==> src/rtl/lsu_mem_access_pkg.sv <==
// lsu_mem_access_pkg: shared encodings for the load/store unit
package lsu_mem_access_pkg;
  localparam logic [1:0] S_IDLE = 2'd0, S_BUS = 2'd1, S_RESP = 2'd2;
  localparam logic [2:0] LD_NONE = 3'b000, ST_NONE = 3'b000;
  typedef enum logic [1:0] {
    ERR_OK      = 2'b00,
    ERR_MISAL   = 2'b01,
    ERR_TIMEOUT = 2'b10,
    ERR_ILLEGAL = 2'b11
  } lsu_err_e;
  // log2 of the load access size; type x00 is the 8-byte load
  function automatic logic [1:0] ld_lsz(input logic [2:0] t);
    return t[1:0] == 2'b00 ? 2'd3 : t[1:0] - 2'd1;
  endfunction
endpackage

==> src/rtl/lsu_mem_access_if.sv <==
// lsu_mem_access_if: aligned 64-bit req/ack memory bus
interface lsu_mem_access_if #(parameter int ADDR_W = 64);
  logic              bus_req;
  logic              bus_we;
  logic [ADDR_W-1:0] bus_addr;
  logic [63:0]       bus_wdata;
  logic [7:0]        bus_wmask;
  logic              bus_ack;
  logic [63:0]       bus_rdata;
  modport master (output bus_req, bus_we, bus_addr, bus_wdata, bus_wmask, input bus_ack, bus_rdata);
  modport slave  (input bus_req, bus_we, bus_addr, bus_wdata, bus_wmask, output bus_ack, bus_rdata);
endinterface

==> src/rtl/lsu_mem_access_load_ext.sv <==
// lsu_load_ext: aligns a doubleword read to the accessed bytes and sign/zero-extends
module lsu_load_ext (
  input  logic [63:0] rdata,
  input  logic [2:0]  off,
  input  logic [1:0]  size,
  input  logic        uns,
  output logic [63:0] ext
);
  logic [63:0] s;
  always_comb begin
    s = rdata >> {off, 3'b000};
    ext = size == 2'd0 ? {{56{~uns & s[7]}}, s[7:0]} :
          size == 2'd1 ? {{48{~uns & s[15]}}, s[15:0]} :
          size == 2'd2 ? {{32{~uns & s[31]}}, s[31:0]} : s;
  end
endmodule

==> src/rtl/lsu_mem_access.sv <==
// lsu_mem_access: turns one decoded load/store into a single aligned bus transaction
module lsu_mem_access
  import lsu_mem_access_pkg::*;
#(
  parameter int TIMEOUT = 255,
  parameter int ADDR_W  = 64
) (
  input  logic              clk,
  input  logic              rst_n,
  input  logic              req_valid,
  output logic              req_ready,
  input  logic              mem_read,
  input  logic              mem_write,
  input  logic [2:0]        load_type,
  input  logic [2:0]        store_type,
  input  logic [ADDR_W-1:0] addr,
  input  logic [63:0]       wdata,
  output logic              stall,
  output logic              resp_valid,
  output logic [63:0]       resp_rdata,
  output logic [1:0]        resp_err,
  lsu_mem_access_if.master  bus
);
  localparam int CW = TIMEOUT > 1 ? $clog2(TIMEOUT + 1) : 1;
  logic [1:0]        state_q, state_d;
  logic              bus_req_q, bus_req_d, bus_we_q, bus_we_d;
  logic [ADDR_W-1:0] bus_addr_q, bus_addr_d;
  logic [63:0]       bus_wdata_q, bus_wdata_d;
  logic [7:0]        bus_wmask_q, bus_wmask_d;
  logic [2:0]        off_q, off_d;
  logic [1:0]        lsz_q, lsz_d;
  logic              uns_q, uns_d;
  logic [CW-1:0]     cnt_q, cnt_d;
  logic              resp_valid_q, resp_valid_d;
  logic [63:0]       resp_rdata_q, resp_rdata_d;
  lsu_err_e          resp_err_q, resp_err_d;
  logic [1:0]        lsz;
  logic [7:0]        mask;
  logic              illegal, misal, timed_out;
  logic [63:0]       ext;

  lsu_load_ext u_ext (.rdata(bus.bus_rdata), .off(off_q), .size(lsz_q), .uns(uns_q), .ext(ext));

  always_comb begin
    lsz       = mem_read ? ld_lsz(load_type) : store_type[1:0];
    mask      = 8'((9'h1 << (4'd1 << lsz)) - 9'h1);
    illegal   = (mem_read == mem_write) | (mem_read ? load_type == LD_NONE : store_type == ST_NONE);
    misal     = |(addr[2:0] & 3'((4'd1 << lsz) - 4'd1));
    timed_out = (TIMEOUT != 0) && cnt_q == CW'(TIMEOUT - 1);
    state_d      = state_q;
    bus_req_d    = bus_req_q;
    bus_we_d     = bus_we_q;
    bus_addr_d   = bus_addr_q;
    bus_wdata_d  = bus_wdata_q;
    bus_wmask_d  = bus_wmask_q;
    off_d        = off_q;
    lsz_d        = lsz_q;
    uns_d        = uns_q;
    cnt_d        = '0;
    resp_valid_d = 1'b0;
    resp_rdata_d = resp_rdata_q;
    resp_err_d   = resp_err_q;
    if (state_q == S_IDLE && req_valid) begin
      if (illegal || misal) begin
        state_d      = S_RESP;
        resp_valid_d = 1'b1;
        resp_rdata_d = '0;
        resp_err_d   = illegal ? ERR_ILLEGAL : ERR_MISAL;
      end else begin
        state_d     = S_BUS;
        bus_req_d   = 1'b1;
        bus_we_d    = mem_write;
        bus_addr_d  = {addr[ADDR_W-1:3], 3'b000};
        bus_wmask_d = mem_write ? mask << addr[2:0] : 8'hFF;
        bus_wdata_d = mem_write ? wdata << {addr[2:0], 3'b000} : '0;
        off_d       = addr[2:0];
        lsz_d       = lsz;
        uns_d       = load_type[2] & |load_type[1:0];
      end
    end else if (state_q == S_BUS) begin
      if (bus.bus_ack || timed_out) begin
        state_d      = S_RESP;
        bus_req_d    = 1'b0;
        resp_valid_d = 1'b1;
        resp_err_d   = bus.bus_ack ? ERR_OK : ERR_TIMEOUT;
        resp_rdata_d = bus.bus_ack && !bus_we_q ? ext : '0;
      end else begin
        cnt_d = cnt_q + 1'b1;
      end
    end else if (state_q == S_RESP) begin
      state_d = S_IDLE;
    end
  end

  always_ff @(posedge clk or negedge rst_n) begin
    if (!rst_n) begin
      state_q      <= S_IDLE;
      bus_req_q    <= 1'b0;
      bus_we_q     <= 1'b0;
      bus_addr_q   <= '0;
      bus_wdata_q  <= '0;
      bus_wmask_q  <= '0;
      off_q        <= '0;
      lsz_q        <= '0;
      uns_q        <= 1'b0;
      cnt_q        <= '0;
      resp_valid_q <= 1'b0;
      resp_rdata_q <= '0;
      resp_err_q   <= ERR_OK;
    end else begin
      state_q      <= state_d;
      bus_req_q    <= bus_req_d;
      bus_we_q     <= bus_we_d;
      bus_addr_q   <= bus_addr_d;
      bus_wdata_q  <= bus_wdata_d;
      bus_wmask_q  <= bus_wmask_d;
      off_q        <= off_d;
      lsz_q        <= lsz_d;
      uns_q        <= uns_d;
      cnt_q        <= cnt_d;
      resp_valid_q <= resp_valid_d;
      resp_rdata_q <= resp_rdata_d;
      resp_err_q   <= resp_err_d;
    end
  end

  assign req_ready     = state_q == S_IDLE;
  assign stall         = state_q != S_IDLE;
  assign resp_valid    = resp_valid_q;
  assign resp_rdata    = resp_rdata_q;
  assign resp_err      = resp_err_q;
  assign bus.bus_req   = bus_req_q;
  assign bus.bus_we    = bus_we_q;
  assign bus.bus_addr  = bus_addr_q;
  assign bus.bus_wdata = bus_wdata_q;
  assign bus.bus_wmask = bus_wmask_q;
endmodule

==> src/flat_wrapper.sv <==
// flat-port wrapper written by rule: the top's interface ports become plain ports
module lsu_mem_access_flat import lsu_mem_access_pkg::*;
#(
  parameter int TIMEOUT = 255,
  parameter int ADDR_W  = 64
)
  (clk, rst_n, req_valid, req_ready, mem_read, mem_write, load_type, store_type, addr, wdata, stall, resp_valid, resp_rdata, resp_err, bus_bus_req, bus_bus_we, bus_bus_addr, bus_bus_wdata, bus_bus_wmask, bus_bus_ack, bus_bus_rdata);
  lsu_mem_access_if #(.ADDR_W(ADDR_W)) bus_i ();
  input  logic clk;
  input  logic rst_n;
  input  logic req_valid;
  output logic req_ready;
  input  logic mem_read;
  input  logic mem_write;
  input  logic [2:0] load_type;
  input  logic [2:0] store_type;
  input  logic [ADDR_W-1:0] addr;
  input  logic [63:0] wdata;
  output logic stall;
  output logic resp_valid;
  output logic [63:0] resp_rdata;
  output logic [1:0] resp_err;
  output wire logic [$bits(bus_i.bus_req)-1:0] bus_bus_req;
  output wire logic [$bits(bus_i.bus_we)-1:0] bus_bus_we;
  output wire logic [$bits(bus_i.bus_addr)-1:0] bus_bus_addr;
  output wire logic [$bits(bus_i.bus_wdata)-1:0] bus_bus_wdata;
  output wire logic [$bits(bus_i.bus_wmask)-1:0] bus_bus_wmask;
  input wire logic [$bits(bus_i.bus_ack)-1:0] bus_bus_ack;
  input wire logic [$bits(bus_i.bus_rdata)-1:0] bus_bus_rdata;
  assign bus_bus_req = bus_i.bus_req;
  assign bus_bus_we = bus_i.bus_we;
  assign bus_bus_addr = bus_i.bus_addr;
  assign bus_bus_wdata = bus_i.bus_wdata;
  assign bus_bus_wmask = bus_i.bus_wmask;
  assign bus_i.bus_ack = bus_bus_ack;
  assign bus_i.bus_rdata = bus_bus_rdata;
  lsu_mem_access #(.TIMEOUT(TIMEOUT), .ADDR_W(ADDR_W)) u_core (.clk(clk), .rst_n(rst_n), .req_valid(req_valid), .req_ready(req_ready), .mem_read(mem_read), .mem_write(mem_write), .load_type(load_type), .store_type(store_type), .addr(addr), .wdata(wdata), .stall(stall), .resp_valid(resp_valid), .resp_rdata(resp_rdata), .resp_err(resp_err), .bus(bus_i));
endmodule
==> config.mk <==
export PLATFORM = sky130hd
export DESIGN_NAME = lsu_mem_access_flat
export DESIGN_NICKNAME = d
export VERILOG_FILES = /design/src/rtl/lsu_mem_access_pkg.sv /design/src/rtl/lsu_mem_access_if.sv /design/src/rtl/lsu_mem_access_load_ext.sv /design/src/rtl/lsu_mem_access.sv /design/src/flat_wrapper.sv
export SDC_FILE = /design/constraint.sdc
export NUM_CORES = 1
export LEC_CHECK = 0
export ABC_AREA = 1
export BUFFER_PORTS_ARGS = -buffer_cell sky130_fd_sc_hd__buf_4
export CAP_MARGIN = 20
export CORE_AREA = 2 2 159 161
export DETAILED_ROUTE_END_ITERATION = 10
export DIE_AREA = 0 0 161 163
export GPL_TIMING_DRIVEN = 0
export PLACE_DENSITY = 0.87
export SLEW_MARGIN = 20
export SYNTH_ARGS = -nofsm -noshare
export SYNTH_HDL_FRONTEND = slang
export SYNTH_SLANG_ARGS = --single-unit
==> constraint.sdc <==
create_clock -name clk -period 2.35 [get_ports clk]
set_input_delay 0 -clock clk [delete_from_list [all_inputs] [get_ports clk]]
set_output_delay 0 -clock clk [all_outputs]
set_load 0.05 [all_outputs]
# ---- Yosys cells after proc, flatten, opt, wreduce, memory -nomap -nowiden
# Index checks and enable logic that the tools add are counted.
dict set report classes {
  n_addsub 4
  eq_ne 9
  shift 5
  muxes 35
  bitwise_logic 8
  reduce_logical 20
}
# op n
set ops {}
lappend ops {{64-bit two-way mux} 9}
lappend ops {{64-bit by 6-bit << shifter with 64-bit output} 1}
lappend ops {{64-bit by 6-bit right shift with 64-bit output} 1}
lappend ops {{8-bit two-way mux} 4}
lappend ops {{2-bit two-way mux} 13}
lappend ops {{1-bit two-way mux} 9}
lappend ops {{8-bit by 1-bit adder with 8-bit output, second input constant} 1}
lappend ops {{8-bit == test, second input constant} 1}
lappend ops {{1-bit by 4-bit << shifter with 8-bit output, first input constant} 1}
lappend ops {{8-bit by 3-bit << shifter with 8-bit output} 1}
lappend ops {{8-bit by 1-bit subtractor with 8-bit output, second input constant} 1}
lappend ops {{2-bit zero test} 3}
lappend ops {{3-bit zero test} 2}
lappend ops {{3-bit AND reduction} 2}
lappend ops {{2-bit nonzero test} 3}
lappend ops {{1-bit AND} 4}
lappend ops {{2-bit by 1-bit == test with 1-bit output, second input constant} 2}
lappend ops {{2-bit == test, second input constant} 2}
lappend ops {{2-bit != test, second input constant} 2}
lappend ops {{2-bit AND reduction} 2}
lappend ops {{1-bit by 2-bit << shifter with 4-bit output, first input constant} 1}
lappend ops {{3-bit AND} 1}
lappend ops {{3-bit by 2-bit != test with 1-bit output, second input constant} 1}
lappend ops {{3-bit nonzero test} 1}
lappend ops {{other kinds (10)} 13}
dict set report totals {
  ff_bits 218
  inputBits 204
}

# ---- Logic depth before layout (Yosys ltp)
dict set report depth {
  ltp_word 10
  ltp_mapped 18
  ltp_nobuf 17
}

# ---- Hierarchy
# From an unflattened synthesis, not the netlist that was laid out.
dict set report hier_totals {
  cells_unflattened 1896
  area_unflattened_um2 12929.9
}
# module instances cells_each area_per_inst_um2 seq_area_each_um2
set modules_own_cells {}
lappend modules_own_cells {lsu_mem_access 1 1339 10463.8 5455.2}
lappend modules_own_cells {lsu_load_ext 1 557 2466.1 0.0}

# ---- Least setup slack after synthesis
# OpenSTA, ideal clock, no wires.
dict set report synth_timing {
  path_type {register -> register}
  start {register u_core.state_q[0]}
  end {register u_core.resp_rdata_q[18], in the netlist u_core.resp_rdata[18]}
  setup_ns 0.119
  arrival_ns 1.879
  required_ns 2.231
  slack_ns 0.353
  path_stages_with_launch 12
  synth_period_minus_slack_ns 1.997
  cell_sequence {dfrtp_1 inv_1 ha_1 nand2_1 nand2_1 nor2_1 nand3_1 nand2_1 buf_2 buf_2 nand4_1 nand2_1}
}
dict set report synth_via {
  elab_chain_cells 4
  word_cells_on_any_way 8
  cone_classes {eq/ne (2); mux (1); reduce/logical (5)}
}
# item line_no
set synth_rtl {}
lappend synth_rtl {{start: declaration} lsu_mem_access.sv:25} ;# logic [1:0] state_q, state_d;
lappend synth_rtl {{start signal: assignment} lsu_mem_access.sv:111} ;# state_q <= state_d;
lappend synth_rtl {{2-bit zero test *} n/a}
lappend synth_rtl {{net req_ready} flat_wrapper.sv:12} ;# output logic req_ready;
lappend synth_rtl {{1-bit logical AND *} lsu_mem_access.sv:63} ;# if (state_q == S_IDLE && req_valid) begin
lappend synth_rtl {{2-bit != test (no line) or 2-bit nonzero test (tied branches)} n/a}
lappend synth_rtl {{3-bit AND reduction (no line)} n/a}
lappend synth_rtl {{end signal: assignment} lsu_mem_access.sv:122} ;# resp_rdata_q <= resp_rdata_d;
lappend synth_rtl {{end: declaration} lsu_mem_access.sv:35} ;# logic [63:0] resp_rdata_q, resp_rdata_d;
# Mark *: on every way through the listed nets, which the timed path passes. The rest lies on a longest branch.
# A chain may end at the register's enable or synchronous reset.

# ---- Final worst setup path
dict set report layout_timing {
  start {input store_type[1]}
  end {register u_core.bus_addr_q[11], in the netlist u_core.bus.bus_addr[11]}
}
dict set report layout_via {
  elab_chain_cells 8
  word_cells_on_any_way 11
  cone_classes {add/sub (1); shift (1); mux (2); bitwise (3); reduce/logical (4)}
}
# item line_no
set layout_rtl {}
lappend layout_rtl {{start: declaration} flat_wrapper.sv:16} ;# input logic [2:0] store_type;
lappend layout_rtl {{2-bit two-way mux} lsu_mem_access.sv:45} ;# lsz = mem_read ? ld_lsz(load_type) : store_type[1:0];
lappend layout_rtl {{1-bit by 2-bit << shifter with 4-bit output} n/a}
lappend layout_rtl {{3-bit by 1-bit subtractor with 3-bit output} lsu_mem_access.sv:48} ;# misal = |(addr[2:0] & 3'((4'd1 << lsz) - 4'd1));
lappend layout_rtl {{3-bit AND} lsu_mem_access.sv:48}
lappend layout_rtl {{3-bit OR reduction} lsu_mem_access.sv:48}
lappend layout_rtl {{1-bit logical OR *} lsu_mem_access.sv:64} ;# if (illegal || misal) begin
lappend layout_rtl {{1-bit NOT (no line) *} n/a}
lappend layout_rtl {{2-bit AND reduction (no line) *} n/a}
lappend layout_rtl {{end signal: assignment} lsu_mem_access.sv:114} ;# bus_addr_q <= bus_addr_d;
lappend layout_rtl {{end: declaration} lsu_mem_access.sv:27} ;# logic [ADDR_W-1:0] bus_addr_q, bus_addr_d;
# Mark *: on every way between the ends. The rest lies on a longest branch, timed or not.

==> results.tsv <==
stage	metric	value	unit
setup_path	crit_family	buffers and inverters	
global_routing	grt_pass1_vias	16388	
place	dp_cells	2524	
run_status	status	finished, violations left	
die	io_pins	411	
logic_synthesis	ys_ff_latch	218	
route	wl_met2	30.7	mm
die	core.rowCount	58	
setup_path	slowest_stage	dlygate4sd3_1	
setup_path	critPathKind	in -> reg	
cts	cts_num_sinks	218	
layout	num-nets-final	2528	
route	dr.pass1.iters	6	
cts	clkLatencyLatePin	0.54	ns
flow_run	cap_viol_max_count	0	
route	drcViolationCount	0	
global_routing	grt_overflow_total	0	
setup_path	slowest_delay	0.57	ns
setup_path	cp-startpoint	store_type[1]	
die	coreArea	0.0247	mm²
logic_synthesis	synth_edf_count	0	
setup_path	crit_buf_inv	4	
layout	finalNonFillerCells	2667	
global_routing	antenna_found_initial	5	
route	route.detailed.wl_per_inst	24.7	µm
place	place_hpwl	46.1	mm
timing	setup_viol	1	
die	die_w	161	µm
logic_synthesis	synth_commonest_cells	nand2_1, dfrtp_1, o21ai_0	
min_path	hold_class	in -> reg	
route	antenna_left	0	
die	die-height	163	µm
logic_synthesis	syn-instance-count	1787	
setup_path	path_max_fanout	10	
power_and_ir_drop	power_leakage	9.67	nW
cts	htreeDepth	1	
logic_synthesis	ys_seq_area_share	43.5	%
timing	maxSlewViolCount	0	
timing	fmax	425	MHz
setup_path	worstPathCellList	dlygate4sd3_1 -> buf_4 -> o21ai_4 -> nand2_2 -> ha_1 -> nor2_1 -> nor2_2 -> nand4_4 -> clkbuf_4 -> buf_2 -> nand2_1 -> nand2_1	
route	drt-met1-wl	21.3	mm
place	gp_congestion	1.05	
route	highest_layer	met4	
min_path	min_from	wdata[55]	
timing	skew	0.0206	ns
layout	fillers	1824	
global_routing	grt_start_max_net_pins	94	
global_routing	grtUsageTotal	49.1	%
route	vias	16210	
logic_synthesis	syn_area	0.0125	mm²
logic_synthesis	synth_top_cell_area_share	43.5	%
logic_synthesis	syn_avg_cell_area	7.02	µm²
logic_synthesis	async_flop_share	100	%
setup_path	worst-endpoint-required	2.69	ns
setup_path	cpMostUsedCell	nand2_1	
cts	cts_tree	done	
layout	syn_to_final_growth	42.5	%
route	vias_per_cell	6.08	
cts	cts_buffers	23	
layout	layout-drive-gt1-share	23.5	%
cts	cts_buffer_depth	3	
timing	whs	-0.000318	ns
timing	hold_viol	1	
timing	setup_tns	-0.00428	ns
setup_path	arrival	2.69	ns
power_and_ir_drop	p_per_area	1440	mW/mm²
setup_path	crit_path_end_kind	flop	
place	port_buffers	403	
run_status	violations	negative hold slack, negative setup slack	
setup_path	r2r_start	u_core.off_q[2]	
logic_synthesis	yosys-top-cells-area	dfrtp_1, nand2_1, o21ai_0	
power_and_ir_drop	p_total	0.0258	W
logic_synthesis	ys.flop_type	dfrtp_1	
timing	tightest_slew	0.806	ns
logic_synthesis	synthMostInstantiatedCell	nand2_1	
timing	slew_headroom	46.3	%
die	die_area	0.0262	mm²
route	drt_iter0_markers	2098	
die	start_util	50.8	%
route	wl_met3	6.91	mm
cts	cts_root_buffer	clkbuf_16	
logic_synthesis	ys_warn_count	0	
setup_path	worstSetupStartpointType	input port	
timing	min_period_over_period	100	%
power_and_ir_drop	vdd_drop_max	0.00140	V
logic_synthesis	synthDistinctLibCells	35	
timing	setup_slack	-0.00428	ns
logic_synthesis	yosysTopAreaCell	dfrtp_1	
cts	path_clk_slew	0.07	ns
global_routing	grt_pass1_wl	96.9	mm
route	wl	65.8	mm
timing	min_period	2.35	ns
-- stage by stage --
stage | area (µm²) | hold slack, ns | utilization, % | worst slack [ns]
global route | 17900 | 0.0367 | 72.4 | -0.0280
global placement | 16000 | 0.193 | 64.8 | -0.305
CTS | 17800 | 0.00156 | 72.2 | 0.00306
finish | 17900 | -0.000318 | 72.4 | -0.00428
detailed placement | 16100 | -0.0742 | 65.1 | -0.429
floorplan | 12500 | -0.296 | - | 0.353
-- worst paths after layout --
kind,end,slack (ns),cells past startpoint
worst max-delay path,u_core.bus.bus_addr[11],-0.004,12
worst min register to register,u_core.resp_rdata[58],0.49,2
worst min-delay path,u_core.bus.bus_wdata[55],-0.0003,7
max in group asynchronous,u_core.resp_rdata[3],0.55,4
worst max register to register,u_core.resp_rdata[2],0.05,7
min in group asynchronous,u_core.resp_rdata[43],0.50,3
-- power breakdown --
group	switching [W]	total (W)	internal, W
clock network	0.00168	0.00401	0.00233
registers	0.00112	0.00627	0.00515
logic	0.0113	0.0155	0.00421
total	0.0141	0.0258	0.0117
-- timing repair --
action,in CTS,in global routing
gates resized for setup,6,18
endpoints found under the setup margin,53,104
pin swaps,0,1
setup buffers,0,1
hold buffers,96,0
hold endpoints to repair,228,0
-- sequential cells by signal, indices dropped and copies added, names as in the netlist, 2 cells and up --
| signal | cells |
|---|---|
| u_core.cnt_q | 8 |
| u_core.bus.bus_wmask | 8 |
| u_core.state_q | 2 |
| u_core.resp_rdata | 64 |
| u_core.bus.bus_wdata | 64 |
| u_core.resp_err | 2 |
| u_core.off_q | 3 |
| u_core.bus.bus_addr | 61 |
| u_core.lsz_q | 2 |
-- cell usage in the layout, fill, tap and decap left out, types with 3 or more instances in the layout --
master and instances:
or2_2 11, o21ai_0 150, clkinv_2 3, a21oi_1 41
o211ai_1 26, buf_4 416, nand2_2 8, inv_1 78
a2bb2oi_1 4, nor2_2 5, mux2i_1 32, ha_1 8
conb_1 3, o21ai_1 26, nand3_1 146, dlygate4sd3_1 96
nor2_1 65, xnor2_1 3, buf_1 19, inv_2 8
diode_2 5, bufinv_16 4, clkbuf_16 23, nand4_1 29
a211oi_1 3, clkbuf_2 4, dfrtp_1 218, clkbuf_1 44
o22ai_1 5, nand2_1 778, buf_2 47, clkbuf_4 5
-- kinds of logic after synthesis --
kind of cell | Yosys count | share of synthesized area [%]
AND/OR/NAND/NOR | 1051 | 34.2
AO/OA/AOI/OAI | 259 | 11.2
flip-flops | 218 | 43.5
buffers and inverters | 213 | 7.36
multiplexers | 32 | 2.55
adder cells (fa/ha/maj) | 8 | 0.798
XOR/XNOR | 5 | 0.349
other | 1 | 0.0299
-- worst min-delay path, cell delays in order --
cell and delay (ns):
buf_4 0.09, nand2_1 0.05, nand3_1 0.07, nand3_1 0.07, o21ai_0 0.07, nand2_1 0.08
nand2_1 0.06
-- layer usage --
layer,up-vias,GRT usage (%)
met2,1406,82.4
met1,7516,53.0
met3,470,11.2
met4,0,41.2
li1,6818,-
met5,-,0
-- final cells by class --
class / instances / area [µm²] / area share (%)
repair buffers: 502 / 4060 / 22.7
clock buffers: 32 / 629 / 3.52
well taps: 330 / 413 / 2.31
clock inverters: 9 / 164 / 0.917
plain buffers: 127 / 623 / 3.49
inverters: 86 / 323 / 1.81
flip-flops and latches: 218 / 5460 / 30.5
diodes: 5 / 12.5 / 0.0700
multi-input cells: 1358 / 6200 / 34.7
Power figures use the tool's default switching activity.
